File: src/rtl/sha256_w_expander_param.sv
// sha256_w_expander_param
// SHA-256 message-schedule expander. Loads a 512-bit block, or a compact padded
// tail with its constant words inserted here, then streams W0..W63
// WORDS_PER_CYCLE words per beat over a valid/ready handshake. The schedule is
// kept in a 16-word sliding window. win[0] is the oldest word and is presented
// in the MSBs of w_out.
module sha256_w_expander_param #(
   parameter int WORDS_PER_CYCLE = 1,   // 1, 2 or 4
   parameter int PAD_MODE        = 0    // 0 full block, 1 header tail, 2 second pass
) (
   input  logic                           CLK,
   input  logic                           RST,
   input  logic                           abort,
   input  logic                           in_valid,
   output logic                           in_ready,
   input  logic [511:0]                   block_in,
   output logic                           w_valid,
   input  logic                           w_ready,
   output logic [32*WORDS_PER_CYCLE-1:0]  w_out,
   output logic [5:0]                     w_idx,
   output logic                           w_last
);

   localparam int         WPC      = WORDS_PER_CYCLE;
   localparam logic [5:0] IDX_STEP = 6'(WPC);
   localparam logic [5:0] LAST_IDX = 6'(64 - WPC);

   typedef enum logic {
      IDLE = 1'b0,
      RUN  = 1'b1
   } state_t;

   state_t      state_q, state_d;
   logic [5:0]  idx_q, idx_d;
   logic        last_q, last_d;
   logic        load_en, shift_en;

   logic [31:0] win_q     [16];
   logic [31:0] win_load  [16];
   logic [31:0] win_shift [16];
   logic [31:0] ext       [16+WPC];

   function automatic logic [31:0] sigma0(input logic [31:0] x);
      return {x[6:0], x[31:7]} ^ {x[17:0], x[31:18]} ^ (x >> 3);
   endfunction

   function automatic logic [31:0] sigma1(input logic [31:0] x);
      return {x[16:0], x[31:17]} ^ {x[18:0], x[31:19]} ^ (x >> 10);
   endfunction

   // Initial window contents for the configured block source.
   always_comb begin
      // NOTE: every variable written in a combinational block gets a default
      // first, so no path leaves it unassigned and no latch is inferred.
      for (int i = 0; i < 16; i++) win_load[i] = '0;
      case (PAD_MODE)
         1: begin
            for (int i = 0; i < 4; i++) win_load[i] = block_in[127-32*i -: 32];
            win_load[4]  = 32'h8000_0000;
            win_load[15] = 32'h0000_0280;   // 640-bit message length
         end
         2: begin
            for (int i = 0; i < 8; i++) win_load[i] = block_in[255-32*i -: 32];
            win_load[8]  = 32'h8000_0000;
            win_load[15] = 32'h0000_0100;   // 256-bit message length
         end
         default: begin
            for (int i = 0; i < 16; i++) win_load[i] = block_in[511-32*i -: 32];
         end
      endcase
   end

   // Generate WPC new words; word j reuses new word j-2 of the same beat.
   always_comb begin
      for (int i = 0; i < 16; i++) ext[i] = win_q[i];
      for (int j = 0; j < WPC; j++) begin
         ext[16+j] = sigma1(ext[14+j]) + ext[9+j] + sigma0(ext[1+j]) + ext[j];
      end
      for (int i = 0; i < 16; i++) win_shift[i] = ext[i+WPC];
   end

   // Next-state logic: abort beats a reload, a reload beats a plain beat.
   always_comb begin
      state_d  = state_q;
      idx_d    = idx_q;
      last_d   = last_q;
      load_en  = 1'b0;
      shift_en = 1'b0;
      if (abort) begin
         state_d = IDLE;
         idx_d   = '0;
         last_d  = 1'b0;
      end else if (in_valid && in_ready) begin
         // Either idle, or the final beat is completing this cycle.
         load_en = 1'b1;
         state_d = RUN;
         idx_d   = '0;
         last_d  = 1'b0;
      end else if (state_q == RUN && w_ready) begin
         if (last_q) begin
            state_d = IDLE;
            idx_d   = '0;
            last_d  = 1'b0;
         end else begin
            shift_en = 1'b1;
            idx_d    = idx_q + IDX_STEP;
            last_d   = ((idx_q + IDX_STEP) == LAST_IDX);
         end
      end
   end

   // State, beat index and last-beat flag registers.
   always_ff @(posedge CLK or posedge RST) begin
      // NOTE: sequential state uses non-blocking assignments so every register
      // samples pre-edge values regardless of statement order.
      if (RST) begin
         state_q <= IDLE;
         idx_q   <= '0;
         last_q  <= 1'b0;
      end else begin
         state_q <= state_d;
         idx_q   <= idx_d;
         last_q  <= last_d;
      end
   end

   // Sliding window: load a block or shift by one beat.
   always_ff @(posedge CLK or posedge RST) begin
      // NOTE: the window is reset because w_out is driven straight from it and
      // must read zero out of reset.
      if (RST) begin
         for (int i = 0; i < 16; i++) win_q[i] <= '0;
      end else if (load_en) begin
         win_q <= win_load;
      end else if (shift_en) begin
         win_q <= win_shift;
      end
   end

   // A new block may be taken while the final beat is being accepted.
   assign in_ready = (state_q == IDLE) || (last_q && w_ready);
   assign w_valid  = (state_q == RUN);
   assign w_idx    = idx_q;
   assign w_last   = last_q;

   for (genvar k = 0; k < WPC; k++) begin : g_out
      assign w_out[32*(WPC-k)-1 -: 32] = win_q[k];
   end

endmodule

File: config.mk
export PLATFORM = sky130hd
export DESIGN_NAME = sha256_w_expander_param
export DESIGN_NICKNAME = d
export VERILOG_FILES = /design/src/rtl/sha256_w_expander_param.sv
export SDC_FILE = /design/constraint.sdc
export NUM_CORES = 2
export LEC_CHECK = 0
export BUFFER_PORTS_ARGS = -buffer_cell sky130_fd_sc_hd__buf_2
export CELL_PAD_IN_SITES_DETAIL_PLACEMENT = 0
export CELL_PAD_IN_SITES_GLOBAL_PLACEMENT = 1
export CORE_ASPECT_RATIO = 1.1
export CORE_MARGIN = 10
export CORE_UTILIZATION = 44
export DETAILED_ROUTE_END_ITERATION = 6
export PLACE_DENSITY_LB_ADDON = 0.1
export SLEW_MARGIN = 20
export SYNTH_ARGS = -nofsm -noshare
export SYNTH_HDL_FRONTEND = slang
export SYNTH_SLANG_ARGS = --single-unit
File: constraint.sdc
create_clock -name CLK -period 25.8 [get_ports CLK]
set_input_delay 3.87 -clock CLK [delete_from_list [all_inputs] [get_ports CLK]]
set_output_delay 3.87 -clock CLK [all_outputs]
set_load 0.01 [all_outputs]
==> results.sh <==
export IMPL_outcome="complete, no violations"
export IMPL_rsz0062_at_grt="no"
export IMPL_cap_violations=0
export IMPL_coreArea_mm2=0.0625
export IMPL_min_period_over_period=0.317
export IMPL_fin_crit_ps=8180
export IMPL_cts_setup_buffers=0
export IMPL_cts_buffer_depth=3
export IMPL_via_count=25824
export IMPL_synth_most_common_cell="nand2_1"
export IMPL_antenna_found_initial=19
export IMPL_path_class="in -> out"
export IMPL_ys_dominant_reg_cell="dfrtp_1"
export IMPL_cts_resized_gates=0
export IMPL_drc=0
export IMPL_worst_path_max_fanout=3
export IMPL_nets=4360
export IMPL_fp_dieArea_mm2=0.0735
export IMPL_tightest_slew_ps=1260
export IMPL_synth_common_cells="1016 x nand2_1, 523 x nor2_1, 520 x dfrtp_1, 492 x a31oi_1, 264 x clkbuf_1"
export IMPL_postSynthCellCount=3413
export IMPL_yosys_area_top_type_share=0.469
export IMPL_portBuffers=557
export IMPL_clock_skew_final_ps=32.4
export IMPL_syn_area_mm2=0.0277
export IMPL_start_util=0.444
export IMPL_globalplace_congestion=0.948
export IMPL_power_density_mw_per_mm2=134
export IMPL_drv_slew=0
export IMPL_cts_sinks=520
export IMPL_setup_tns_ps=0
export IMPL_postRouteAntennaNets=0
export IMPL_p_leak_nw=15.7
export IMPL_gr_total_overflow=0
export IMPL_drive_gt1_frac=0.184
export IMPL_crit_arrival_ps=4310
export IMPL_p_int_mw=2.43
export IMPL_p_comb_frac=0.524
export IMPL_clk_pin_slew_ps=60
export IMPL_drt_pass1_iter_count=5
export IMPL_numCtsBuffers=59
export IMPL_yosysWarningCount=0
export IMPL_syn_area_per_cell_um2=8.13
export IMPL_cp_start_kind="input pin"
export IMPL_drt_iter0_markers=2689
export IMPL_switching_share=0.445
export IMPL_grt_pass1_wl_um=165000
export IMPL_p_switching_mw=1.95
export IMPL_grt_util_all_layers=0.296
export IMPL_tritoncts="done"
export IMPL_holdWs_ps=521
export IMPL_pwr_share_clk=0.207
export IMPL_cp_end_kind="primary output"
export IMPL_syn_nets=4025
export IMPL_synth_top_cell_by_area="dfrtp_1"
export IMPL_synth_area_leaders="dfrtp_1 47%, nand2_1 14%, a31oi_1 11%, nor2_1 7.1%, fa_1 4.5%"
export IMPL_synth_async_reset_ratio=1.00
export IMPL_synth_seq_cells=520
export IMPL_totalWireLength_um=112000
export IMPL_setup_violations=0
export IMPL_grt_max_degree=276
export IMPL_fmax_ghz=0.122
export IMPL_viasPerCell=5.57
export IMPL_cts_hold_buf=0
export IMPL_grt_pass1_vias=25710
export IMPL_die_w_um=259
export IMPL_cts_root_buf="clkbuf_16"
export IMPL_place_hpwl_um=84100
export IMPL_fin_area_mm2=0.0327
export IMPL_ys_seq_area_frac=0.469
export IMPL_rows=96
export IMPL_hold_violations=0
export IMPL_relSlewSlack=0.158
export IMPL_io_pins=558
export IMPL_synth_edf_count=0
export IMPL_syn2layout_area_growth_pct=17.8
export IMPL_wl_per_cell_um=24.2
export IMPL_p_seq_frac=0.268
export IMPL_fillerInstances=6157
export IMPL_dieHeight_um=283
export IMPL_ys_types=57
export IMPL_clk_latency_ps=640
export IMPL_htreeDepth=2
export IMPL_hp_class="reg -> reg"
export IMPL_worst_ir_drop_vdd_mv=0.124
export IMPL_crit_required_ps=21930
export IMPL_dpl_cell_area_mm2=0.0305
export IMPL_power_total_mw=4.38
per-stage QoR:
| stage | std cells | worst slack [ps] | util |
|---|---|---|---|
| after floorplan | 3413 | 7400 | - |
| final | 4638 | 17620 | 0.523 |
| after global placement | 4519 | 16950 | 0.489 |
| after CTS | 4628 | 17480 | 0.522 |
| after detailed placement | 4519 | 16810 | 0.489 |
| after global routing | 4636 | 17580 | 0.523 |
placed cells by master, fill, tap and decap left out, types with 11 or more instances in the layout:
| cell type | synthesis | layout |
|---|---|---|
| a21oi_1 | 43 | 43 |
| a31oi_1 | 492 | 492 |
| buf_2 | 8 | 557 |
| buf_4 | 32 | 18 |
| clkbuf_1 | 264 | 11 |
| clkbuf_16 | 0 | 60 |
| clkbuf_8 | 0 | 21 |
| dfrtp_1 | 520 | 520 |
| fa_1 | 62 | 62 |
| ha_1 | 33 | 33 |
| inv_1 | 126 | 125 |
| nand2_1 | 1016 | 1016 |
| nand3_1 | 13 | 13 |
| nor2_1 | 523 | 522 |
| o21ai_0 | 39 | 39 |
| xnor2_1 | 93 | 93 |
| xor2_1 | 50 | 50 |
logic make-up after synthesis:
group / count (synthesis) / share of synthesized area
xor gates and xnor gates: 143 / 0.0451
buffers and inverters: 434 / 0.0634
muxes: 2 / 0.000722
AOI/OAI and AO/OA: 634 / 0.144
adders and majority gates: 95 / 0.0596
DFF: 520 / 0.469
and+or+nand+nor: 1585 / 0.218
registers in the layout, summed over array words and instances, names as in the netlist:
register,flops
ext,480
w_out,32
w_idx,6
w_last,1
w_valid,1
worst max-delay path, stage by stage:
cell and delay, ps:
buf_2 120, nand2_1 80, nand2_1 80, buf_2 160
routing by layer:
metal  part of all wire  track usage  up-vias
li1                   -            -    11870
met1               0.42        0.395    12653
met2               0.46        0.454     1087
met3              0.077       0.0677      202
met4              0.045        0.128       12
met5            0.00075            0        -
area by class of cell:
type                            instances  area, µm²  area share
Antenna cell                            9       22.5    0.000689
Timing Repair Buffer                  582       3040      0.0928
Clock buffer                           92       1830      0.0560
Clock inverter                         17        280     0.00857
Inverter                              126        480      0.0147
Multi-Input combinational cell       2459      13000       0.397
Sequential cell                       520      13000       0.398
Tap cell                              833       1040      0.0319
power by group through the flow:
stage | combinational (mW) | sequential (mW) | clock [mW]
2_1_floorplan | 1.65 | 1.08 | 0
3_3_place_gp | 2.21 | 1.18 | 0
3_5_place_dp | 2.23 | 1.18 | 0
4_1_cts | 2.26 | 1.17 | 0.921
5_1_grt | 2.52 | 1.19 | 0.956
6_report | 2.30 | 1.17 | 0.908
path summary, 6_finish.rpt:
path,depth (start not counted),to,slack [ps],start
min in group asynchronous,2,ext[468],3410,RST
min reg2reg,2,ext[56],520,ext[56]
max,4,in_ready,17620,w_ready
min,2,ext[56],520,ext[56]
max reg2reg,16,ext[61],20870,ext[75]
max in group asynchronous,5,ext[338],19330,RST
Note: power is estimated with default switching activity, not from simulation.
